### src/rtl/fsk_demodulator.sv
// FSK demodulator: measures spacing between rising edges of a synchronized square
// wave, classifies each spacing as mark/space and debounces the result into a bit.
module fsk_demodulator #(
  parameter int CNT_W      = 16,
  parameter int MIN_PERIOD = 8,
  parameter int THRESH     = 1000,
  parameter int TIMEOUT    = 4000,
  parameter int CONFIRM    = 2
) (
  input  logic             sysclk,
  input  logic             reset,
  input  logic             signal_in,
  output logic             signal_out,
  output logic             carrier_detect,
  output logic [CNT_W-1:0] period_out
);

  localparam int CONF_W = $clog2(CONFIRM + 1);
  localparam logic [CNT_W-1:0]  MIN_C     = CNT_W'(MIN_PERIOD);
  localparam logic [CNT_W-1:0]  THRESH_C  = CNT_W'(THRESH);
  localparam logic [CNT_W-1:0]  TIMEOUT_C = CNT_W'(TIMEOUT);
  localparam logic [CONF_W-1:0] CONFIRM_C = CONF_W'(CONFIRM);

  typedef enum logic [1:0] {
    NO_CARRIER = 2'd0,
    ACQUIRE    = 2'd1,
    LOCKED     = 2'd2
  } state_t;

  state_t              state;
  logic                sync_p0;
  logic                sync_p1;
  logic                prev_p2;
  logic [CNT_W-1:0]    cnt;
  logic                cand;
  logic [CONF_W-1:0]   conf;

  logic                rise;
  logic                in_carrier;
  logic                accept;
  logic                cls;
  logic                confirmed;
  logic                timeout;
  logic [CONF_W-1:0]   conf_next;

  function automatic logic [CNT_W-1:0] sat_cnt(input logic [CNT_W-1:0] v);
    return (v >= TIMEOUT_C) ? TIMEOUT_C : v + 1'b1;
  endfunction

  function automatic logic [CONF_W-1:0] sat_conf(input logic [CONF_W-1:0] v);
    return (v >= CONFIRM_C) ? CONFIRM_C : v + 1'b1;
  endfunction

  // Edge-detect / classification stage: decisions for the current cycle
  always_comb begin
    rise       = sync_p1 & ~prev_p2;
    in_carrier = (state != NO_CARRIER);
    accept     = rise & (~in_carrier | (cnt >= MIN_C));
    cls        = (cnt < THRESH_C);
    conf_next  = (cls == cand) ? sat_conf(conf) : CONF_W'(1);
    confirmed  = accept & in_carrier & (conf_next == CONFIRM_C);
    timeout    = in_carrier & ~accept & (cnt == TIMEOUT_C);
  end

  // Register stage: synchronizer, period counter, state machine and outputs
  always_ff @(posedge sysclk) begin
    if (reset) begin
      sync_p0        <= 1'b0;
      sync_p1        <= 1'b0;
      prev_p2        <= 1'b0;
      cnt            <= '0;
      state          <= NO_CARRIER;
      cand           <= 1'b0;
      conf           <= '0;
      signal_out     <= 1'b1;
      carrier_detect <= 1'b0;
      period_out     <= '0;
    end else begin
      sync_p0 <= signal_in;
      sync_p1 <= sync_p0;
      prev_p2 <= sync_p1;
      cnt     <= accept ? CNT_W'(1) : sat_cnt(cnt);
      case (state)
        NO_CARRIER: begin
          if (accept) state <= ACQUIRE;
        end
        ACQUIRE, LOCKED: begin
          if (accept) begin
            period_out <= cnt;
            cand       <= cls;
            conf       <= conf_next;
            if (confirmed) begin
              signal_out     <= cls;
              carrier_detect <= 1'b1;
              state          <= LOCKED;
            end
          end else if (timeout) begin
            state          <= NO_CARRIER;
            signal_out     <= 1'b1;
            carrier_detect <= 1'b0;
            cand           <= 1'b0;
            conf           <= '0;
          end
        end
        default: state <= NO_CARRIER;
      endcase
    end
  end

endmodule
### config.mk
export PLATFORM = sky130hd
export DESIGN_NAME = fsk_demodulator
export DESIGN_NICKNAME = d
export VERILOG_FILES = /design/src/rtl/fsk_demodulator.sv
export SDC_FILE = /design/constraint.sdc
export NUM_CORES = 1
export LEC_CHECK = 0
export ABC_AREA = 1
export BUFFER_PORTS_ARGS = -buffer_cell sky130_fd_sc_hd__buf_2
export CORE_MARGIN = 2
export CORE_UTILIZATION = 43
export DETAILED_ROUTE_END_ITERATION = 16
export HOLD_SLACK_MARGIN = 0.08
export PLACE_DENSITY = 0.73
export SYNTH_ARGS = -nofsm -noshare
export SYNTH_HDL_FRONTEND = slang
export SYNTH_SLANG_ARGS = --single-unit
### constraint.sdc
create_clock -name sysclk -period 4.4 [get_ports sysclk]
set_input_delay 0.88 -clock sysclk [delete_from_list [all_inputs] [get_ports sysclk]]
set_output_delay 0.88 -clock sysclk [all_outputs]
set_load 0.02 [all_outputs]
==> run_results.csv, run 1 <==
group,metric,value,unit
cells_and_area,multi_input_area,824.5,um^2
worst_setup_path,path_class,"reg -> reg",
route,drtIter0Drc,78,
cells_and_area,syn_to_final_growth,13.79,%
power,vdd_ir_drop_max,0.0001975,V
die,core,4029,um^2
die,ios,21,
worst_hold_path,min_path_type,"reg -> reg",
route,drtPass1Iterations,4,
clocking,cts_tree,"done",
die,row_count,23,
global_routing,grt_pass1_vias,1276,
cells_and_area,postLayoutCellArea,2064,um^2
global_routing,grt_overflow,0,
clocking,clock-sinks,42,
worst_setup_path,arrival,2.21,ns
worst_setup_path,worst_setup_path_end_kind,"flip-flop",
placement,placement.cell_area,1951,um^2
sta,finalSetupViolCount,0,
cells_and_area,drive_gt1_share,17.83,%
sta,max_slew.worst_pin.slew,0.6183,ns
die,die_height,68.96,um
logic_synthesis,synth.cell_area,1814,um^2
logic_synthesis,synth.avg_cell_area,7.820,um^2
global_routing,grt_pass1_wl,5.685,mm
worst_setup_path,critical_path_required,4.64,ns
route,vias,1483,
die,die_x,68.96,um
sta,hold-worst-slack,0.4052,ns
power,powerDensity,438.7,nW/um^2
worst_setup_path,critPathBufInv,3,
placement,io_buffer_count,20,
clocking,cts_setup_buffers,0,
cells_and_area,diodes,0,
sta,min_period_over_period,44.80,%
cells_and_area,nets,265,
clocking,clk_latency,0.29,ns
cells_and_area,n_fill_cell,397,
clocking,cts-resized-gates,0,
sta,min_period,1.971,ns
route,wire_per_inst,10.95,um
sta,fmax,507.3,MHz
worst_setup_path,worstPathMaxFanout,32,
global_routing,grt_usage,16.28,%
global_routing,grt_max_degree,33,
route,wirelength,3.373,mm
clocking,ctsHtreeMaxLevel,2,
sta,hold_viol,0,
outcome,status,"finished, final reports clean",
placement,pre_cts_slack,2.469,ns
logic_synthesis,postSynthCellCount,232,
logic_synthesis,ys_ff_latch,42,
placement,globalplace.congestion,0.8378,
cells_and_area,fin_cells,308,
global_routing,antenna_found_initial,0,
clocking,clockBufferDepth,2,
sta,maxSlewViolCount,0,
die,dieArea,4755,um^2
worst_setup_path,critPathMaxStageDelay,0.51,ns
clocking,root_buffer,"clkbuf_8",
sta,final.setup.tns,0,ns
clocking,cts_buffers,5,
logic_synthesis,ys_seq_area_share,46.34,%
logic_synthesis,yosysWarnings,0,
clocking,clk_pin_slew_worst_paths,0.08,ns
sta,rsz0062_at_grt,"no",
sta,fin_ws,2.429,ns
worst_setup_path,cpMaxStageDelayCell,"nor2_4",
route,drc,0,
route,viasPerCell,4.815,
clocking,cts_hold_buf,0,
die,start_util,45.03,%
worst_setup_path,crit_family,"simple AND/OR/NAND/NOR gates",
run,drv_cap,0,
sta,fin_skew,0.003323,ns
worst_setup_path,cp-start-kind,"flip-flop",
cells_and_area,seq_area,840.8,um^2
route,drtAntennaViolNets,0,
power,p_leak,0.9311,nW
logic_synthesis,netlist-cell-type-count,27,
sta,relSlewSlack,58.68,%
placement,dp_hpwl,2.387,mm
worst_setup_path,cp_cell_sequence,"inv_1 > ha_1 > inv_1 > nor2_4 > inv_1 > nor2_1 > nor2_1 > nor2_1",
placement,dp_cells,300,
synth_stat cells, drive strengths merged:
cell type	n	area, um^2
nand3	8	55.05
nand4	4	25.02
o21ai	19	95.09
nor2	38	165.2
ha	5	62.56
buf	5	37.53
nand2	39	156.4
a31oi	3	18.77
nor4	1	6.260
inv	32	122.6
conb	1	3.750
o211ai	2	15.01
nor3	3	25.02
dfxtp	42	840.8
nor3b	4	50.05
or2	2	15.02
a21oi	24	120.1
worst reg2reg max path: cells and delay by family (launching register included):
family	cells	cell delay [ns]
DFF	1	0.34
and+or+nand+nor	4	0.78
buffers and inverters	3	0.41
adders and majority gates	1	0.38
per-layer routing:
layer,global-route usage [%],routed length (um),vias up
li1,-,-,790
met1,21.40,1594,661
met2,24.64,1571,27
met3,5.195,152,5
met4,6.618,55,0
met5,0,0,-
state kept, by name, summed over array words and instances, names as in the netlist:
signal / flops
sync_p0: 1
cand: 1
period_out: 16
signal_out: 1
cnt: 16
state: 2
sync_p1: 1
carrier_detect: 1
conf: 2
prev_p2: 1
cell type report:
| cell class | count | share of cell area [%] |
|---|---|---|
| Timing Repair Buffer | 20 | 4.848 |
| Sequential cell | 42 | 40.73 |
| Multi-Input combinational cell | 156 | 39.94 |
| Inverter | 32 | 5.939 |
| Clock buffer | 5 | 3.333 |
| Clock inverter | 3 | 2.182 |
| Tap cell | 50 | 3.030 |
placed cells by master (no fill, tap or decap), types with 2 or more instances in the layout:
cell / synthesis / routed
conb_1: 1 / 4
clkbuf_8: 0 / 5
nand4_1: 4 / 4
dfxtp_1: 42 / 42
o21ai_1: 3 / 3
nand2_1: 37 / 37
a21oi_1: 24 / 24
ha_1: 5 / 5
nand3_1: 5 / 5
clkinvlp_4: 0 / 2
nor3b_2: 4 / 4
o211ai_1: 2 / 2
nand3_2: 3 / 3
inv_1: 30 / 30
nor2_4: 3 / 3
nor3_2: 2 / 2
nor2_1: 35 / 35
a31oi_1: 3 / 3
o21ai_0: 16 / 16
buf_2: 3 / 20
kinds of logic (layout without fill, tap and decap cells):
family / after synthesis / after routing / synth area share [%]
other: 1 / 4 / 0.2067
and+or+nand+nor: 99 / 99 / 27.45
adders and majority gates: 5 / 5 / 3.448
DFF: 42 / 42 / 46.35
buffers and inverters: 37 / 60 / 8.827
AOI/OAI and AO/OA: 48 / 48 / 13.72
final timing paths:
check / startpoint / end / slack, ns / cells after the start
worst max register to register: state[1]$_SDFFE_PP0P_ / state[1]$_SDFFE_PP0P_ / 2.43 / 8
worst min register to register: sync_p0$_SDFF_PP0_ / sync_p1$_SDFF_PP0_ / 0.41 / 2
worst min-delay path: sync_p0$_SDFF_PP0_ / sync_p1$_SDFF_PP0_ / 0.41 / 2
worst max-delay path: state[1]$_SDFFE_PP0P_ / state[1]$_SDFFE_PP0P_ / 2.43 / 8
power breakdown:
part / leakage [nW] / switching, W / internal [W]
logic: 0.537 / 0.000119 / 0.0000578
clock network: 0.0504 / 0.000134 / 0.000169
registers: 0.344 / 0.0000147 / 0.000412
stage by stage:
step / utilization, % / total power (W)
3_3_place_gp: 48.42 / 0.0006089
6_report: 51.24 / 0.0009056
2_1_floorplan: - / 0.0005763
4_1_cts: 51.24 / 0.0009134
5_1_grt: 51.24 / 0.0009621
3_5_place_dp: 48.42 / 0.0006114
(Power assumes the default switching activity.)
==> run 2: changes to the inputs <==
ABC_AREA = 0   (was 1)
PLACE_DENSITY = 0.75   (was 0.73)
clock period = 1.8 ns   (was 4.4 ns; I/O delays follow)
==> run_results.csv, run 2 <==
group,metric,value,unit
worst_hold_path,holdPathStages,2,
clocking,ctsHtreeMaxLevel,2,
worst_setup_path,arrival,2.38,ns
sta,min_period,2.144,ns
clocking,cts_buffers,5,
route,drc,0,
clocking,cts_tree,"done",
logic_synthesis,ys_ff_latch,42,
route,wirelength,4.532,mm
global_routing,grt_usage,21.51,%
logic_synthesis,yosysWarnings,0,
placement,io_buffer_count,20,
power,powerDensity,799.6,nW/um^2
cells_and_area,fin_cells,316,
sta,final.setup.tns,-7.267,ns
placement,dp_cells,305,
sta,min_period_over_period,119.1,%
logic_synthesis,yosysMostFrequentCell,"nand2_1",
logic_synthesis,yosysTopAreaCell,"dfxtp_1",
route,wire_per_inst,14.34,um
global_routing,grt_overflow,0,
die,row_count,23,
run,drv_cap,0,
route,viasPerCell,5.092,
cells_and_area,drive_gt1_share,50.38,%
die,die_x,67.96,um
power,p_leak,1.026,nW
worst_setup_path,reg2reg_slack,-0.34,ns
sta,max_slew.worst_pin.slew,0.5604,ns
route,vias,1609,
worst_setup_path,worst_setup_path_end_kind,"flip-flop",
outcome,status,"finished, violations left",
placement,globalplace.congestion,0.8662,
global_routing,antenna_found_initial,0,
sta,finalSetupViolCount,35,
die,core,3971,um^2
route,drtAntennaViolNets,0,
global_routing,grt_pass1_vias,1597,
logic_synthesis,async_flop_share,0,%
placement,dp_hpwl,2.826,mm
worst_setup_path,startpoint,"state[1]$_SDFFE_PP0P_",
clocking,root_buffer,"clkbuf_8",
global_routing,grt_pass1_wl,7.245,mm
sta,fin_ws,-0.3442,ns
clocking,cts_hold_buf,0,
logic_synthesis,synth.avg_cell_area,8.498,um^2
sta,rsz0062_at_grt,"yes",
logic_synthesis,synth-edff-count,0,
power,vdd_ir_drop_max,0.0007065,V
logic_synthesis,postSynthCellCount,207,
worst_setup_path,r2r_cells,7,
logic_synthesis,synth_commonest_cells,"nand2_1 (45), dfxtp_1 (42), a21oi_1 (28), nor2_1 (11), inv_1 (9)",
logic_synthesis,ys_top_cells_by_area,"dfxtp_1 (48%), nand2_1 (9.6%), a21oi_1 (8.0%), ha_1 (3.6%), xor2_1 (3.0%)",
worst_setup_path,cp-start-kind,"flip-flop",
cells_and_area,final_common_cell,"dfxtp_1",
global_routing,grt_max_degree,17,
sta,hold-worst-slack,0.2651,ns
die,die_height,67.96,um
die,ios,21,
worst_setup_path,worstPathMaxFanout,3,
logic_synthesis,ys_seq_area_share,47.80,%
outcome,violations,"setup timing",
sta,relSlewSlack,62.64,%
worst_hold_path,min_path_type,"in -> reg",
cells_and_area,layout_common_cells,"dfxtp_1 (36), buf_4 (29), nand2_2 (21)",
cells_and_area,syn_to_final_growth,46.80,%
clocking,clockBufferDepth,2,
worst_hold_path,hold_end,"sync_p0$_SDFF_PP0_",
logic_synthesis,synth-main-ff-cell,"dfxtp_1",
cells_and_area,diodes,0,
route,drtIter0Drc,93,
worst_setup_path,critical_path_required,2.04,ns
logic_synthesis,synth.cell_area,1759,um^2
logic_synthesis,netlist-cell-type-count,34,
route,drtPass1Iterations,4,
clocking,clk_pin_slew_worst_paths,0.08,ns
sta,fin_skew,0.006778,ns
clocking,clk_latency,0.30,ns
worst_hold_path,min-delay-start,"signal_in",
cells_and_area,nets,274,
worst_setup_path,path_class,"reg -> reg",
die,dieArea,4619,um^2
sta,hold_viol,0,
worst_setup_path,regToRegStartpoint,"state[1]$_SDFFE_PP0P_",
logic_synthesis,synth_top_area_share,47.80,%
clocking,clock-sinks,42,
sta,fmax,466.4,MHz
die,start_util,44.30,%
worst_setup_path,r2r-end,"signal_out$_SDFFE_PP1P_",
sta,maxSlewViolCount,0,
cells_and_area,top_regs,"cnt x16, period_out x16",
## run 2: per-stage QoR
stage	setup WS (ns)	cell area, um^2	utilization, %	total power, W
after floorplan	-0.3335	1807	-	0.001207
after global placement	-0.3201	2165	54.51	0.001321
after detailed placement	-0.3814	2165	54.51	0.001331
after CTS	-0.3412	2489	62.67	0.002003
final	-0.3442	2582	65.03	0.002065
after global routing	-0.4001	2582	65.03	0.002148
## run 2: routing by layer
layer	share of wire (%)	wire [um]	track usage, %
met1	43	1932	24.92
met5	0	0	0
met3	3.9	177	6.250
met2	51	2294	35.80
met4	2.8	128	11.25
## run 2: layout make-up
| cell class | count | area [um^2] |
|---|---|---|
| fill | 315 | 1389 |
| multi-input combinational | 149 | 1120 |
| sequential | 42 | 848.3 |
| timing repair buffer | 59 | 437.9 |
| clock buffer | 6 | 72.57 |
| tap | 50 | 62.56 |
| inverter | 9 | 33.78 |
| clock inverter | 1 | 7.507 |
## run 2: cell families (layout without fill, tap and decap cells)
logic type	after synthesis	count (layout)	share of synthesized area [%]
adders and majority gates	5	5	3.556
other	1	4	0.2132
and+or+nand+nor	84	84	22.05
DFF	42	42	47.80
buffers and inverters	19	75	4.338
xor gates and xnor gates	10	10	4.978
AOI/OAI and AO/OA	44	44	15.93
muxes	2	2	1.138
## run 2: worst max-delay path, stage by stage, from the launching register on
cell,delay [ns]
dfxtp_2,0.34
inv_2,0.05
ha_4,0.15
or4_4,0.44
or3_4,0.35
or4_4,0.52
o311a_1,0.13
o21ai_2,0.10
## run 2: worst max path at each step
stage                            endpoint
6_report          signal_out$_SDFFE_PP1P_
3_5_place_dp   period_out[3]$_SDFFE_PP0P_
3_3_place_gp      signal_out$_SDFFE_PP1P_
2_1_floorplan     signal_out$_SDFFE_PP1P_
4_1_cts           signal_out$_SDFFE_PP1P_
5_1_grt           signal_out$_SDFFE_PP1P_
## run 2: power breakdown
part | switching (W) | internal (W) | total [W] | leakage (nW)
logic | 0.000253 | 0.000231 | 0.000484 | 0.644
clock network | 0.000325 | 0.000266 | 0.000591 | 0.0373
registers | 0.0000220 | 0.000968 | 0.000990 | 0.344
## run 2: repair_timing
item                                    4_1_cts  5_1_grt
gates resized for setup                      68       20
buffers inserted                              1        2
gates cloned                                  1        0
endpoints found under the hold margin         0        0
endpoints found under the setup margin       35       35
pin swaps                                    39       10
==> run 3: changes to the inputs <==
ABC_AREA = 1   (was 0)
==> run_results.csv, run 3 (synthesized netlist as in run 1, its figures left out) <==
group,metric,value,unit
power,finalPower,0.002187,W
sta,fmax,623.4,MHz
sta,min_period_over_period,89.12,%
worst_setup_path,worst_setup_path_end_kind,"flip-flop",
global_routing,grt_pass1_wl,5.920,mm
die,core,4029,um^2
worst_setup_path,critical_path_required,1.99,ns
global_routing,grt_usage,17.17,%
clocking,cts_hold_buf,0,
route,vias,1514,
clocking,clk_pin_slew_worst_paths,0.07,ns
worst_setup_path,cp-start-kind,"flip-flop",
clocking,cts_setup_buffers,0,
sta,rsz0062_at_grt,"no",
worst_setup_path,path_class,"reg -> reg",
power,power.switching,0.0006435,W
power,power_frac_clock,31.6,%
route,drtPass1Iterations,4,
cells_and_area,diodes,0,
worst_hold_path,min_path_type,"in -> reg",
clocking,clockBufferDepth,2,
clocking,clock-sinks,42,
clocking,cts_buffers,5,
outcome,status,"finished, final reports clean",
sta,max_slew.worst_pin.slew,0.5363,ns
clocking,cts-resized-gates,0,
placement,globalplace.congestion,0.8361,
power,internal-power,0.001544,W
power,seqPwrFrac,47.7,%
die,row_count,23,
clocking,root_buffer,"clkbuf_8",
sta,final.setup.tns,0,ns
sta,finalSetupViolCount,0,
power,vdd_ir_drop_max,0.0006078,V
die,die_x,68.96,um
route,drtAntennaViolNets,0,
global_routing,antenna_found_initial,0,
cells_and_area,nets,269,
power,pwr-share-comb,20.7,%
worst_setup_path,arrival,1.79,ns
power,p_sw_share,29.42,%
worst_setup_path,worstPathMaxFanout,7,
cells_and_area,drive_gt1_share,19.08,%
sta,maxSlewViolCount,0,
sta,min_period,1.604,ns
cells_and_area,syn_to_final_growth,15.93,%
clocking,cts_tree,"done",
die,die_height,68.96,um
global_routing,grt_busiest_layer,"met2",
die,dieArea,4755,um^2
cells_and_area,utilization,52.21,%
route,wirelength,3.539,mm
cells_and_area,final_common_cell,"dfxtp_1",
power,powerDensity,1040,nW/um^2
placement,dp_hpwl,2.573,mm
clocking,clk_latency,0.29,ns
sta,fin_skew,0.002994,ns
run,drv_cap,0,
global_routing,grt_pass1_vias,1343,
placement,io_buffer_count,20,
global_routing,use_met1,22.32,%
clocking,ctsHtreeMaxLevel,2,
cells_and_area,top_regs,"cnt x16, period_out x16",
sta,hold_viol,0,
die,ios,21,
power,p_leak,0.9628,nW
route,drc,0,
die,start_util,45.03,%
cells_and_area,layout_common_cells,"dfxtp_1 (42), nand2_1 (37), nor2_1 (35)",
route,viasPerCell,4.853,
global_routing,grt_max_degree,27,
global_routing,met2_usage,25.72,%
route,drtIter0Drc,97,
route,wire_per_inst,11.34,um
global_routing,grt_overflow,0,
sta,relSlewSlack,64.21,%
global_routing,use_met3,5.682,%
-- run 3: area by class of cell --
| cell class | count | area, um^2 |
|---|---|---|
| Fill cell | 403 | 1926 |
| Sequential cell | 42 | 840.8 |
| Multi-Input combinational cell | 156 | 824.5 |
| Timing Repair Buffer | 24 | 142.6 |
| Inverter | 32 | 122.6 |
| Clock buffer | 8 | 110.1 |
| Tap cell | 50 | 62.56 |
-- run 3: worst max-delay path, cell delays in order (launching register included) --
cell,delay (ns)
dfxtp_1,0.34
inv_1,0.07
ha_1,0.23
nor3_2,0.17
nand2_1,0.10
nand2_4,0.12
nor2_4,0.07
inv_1,0.15
nor2_1,0.06
nor2_1,0.12
nor2_1,0.06
-- run 3: metrics by stage --
stage	cells	hold WS, ns	worst slack [ns]	cell area (um^2)
global route	312	0.2833	0.01414	2103
global placement	304	0.3899	0.2448	1993
detailed placement	304	0.3976	0.2177	1993
finish	312	0.2650	0.1959	2103
floorplan	235	0.3883	0.3751	1826
CTS	312	0.2587	0.1781	2103
-- run 3: worst paths after layout --
path	startpoint	end	slack, ns	depth (start not counted)
worst min register to register	sync_p0$_SDFF_PP0_	sync_p1$_SDFF_PP0_	0.40	2
worst min-delay path	signal_in	sync_p0$_SDFF_PP0_	0.27	3
worst max register to register	state[0]$_SDFFE_PP0P_	state[1]$_SDFFE_PP0P_	0.20	10
worst max-delay path	state[0]$_SDFFE_PP0P_	state[1]$_SDFFE_PP0P_	0.20	10
-- run 3: power groups by stage --
stage	logic, W	clock network (W)	registers (W)
after floorplan	0.000301	0	0.00111
after detailed placement	0.000443	0	0.00106
after global placement	0.000437	0	0.00106
final	0.000453	0.000690	0.00104
after global routing	0.000513	0.000749	0.00105
after CTS	0.000454	0.000715	0.00104
-- run 3: metal layers --
layer  vias to the layer above  part of all wire, %
met5                         -                    0
met4                         0                  1.9
met3                         6                  3.9
met2                        25                   45
met1                       684                   49
li1                        799                    -
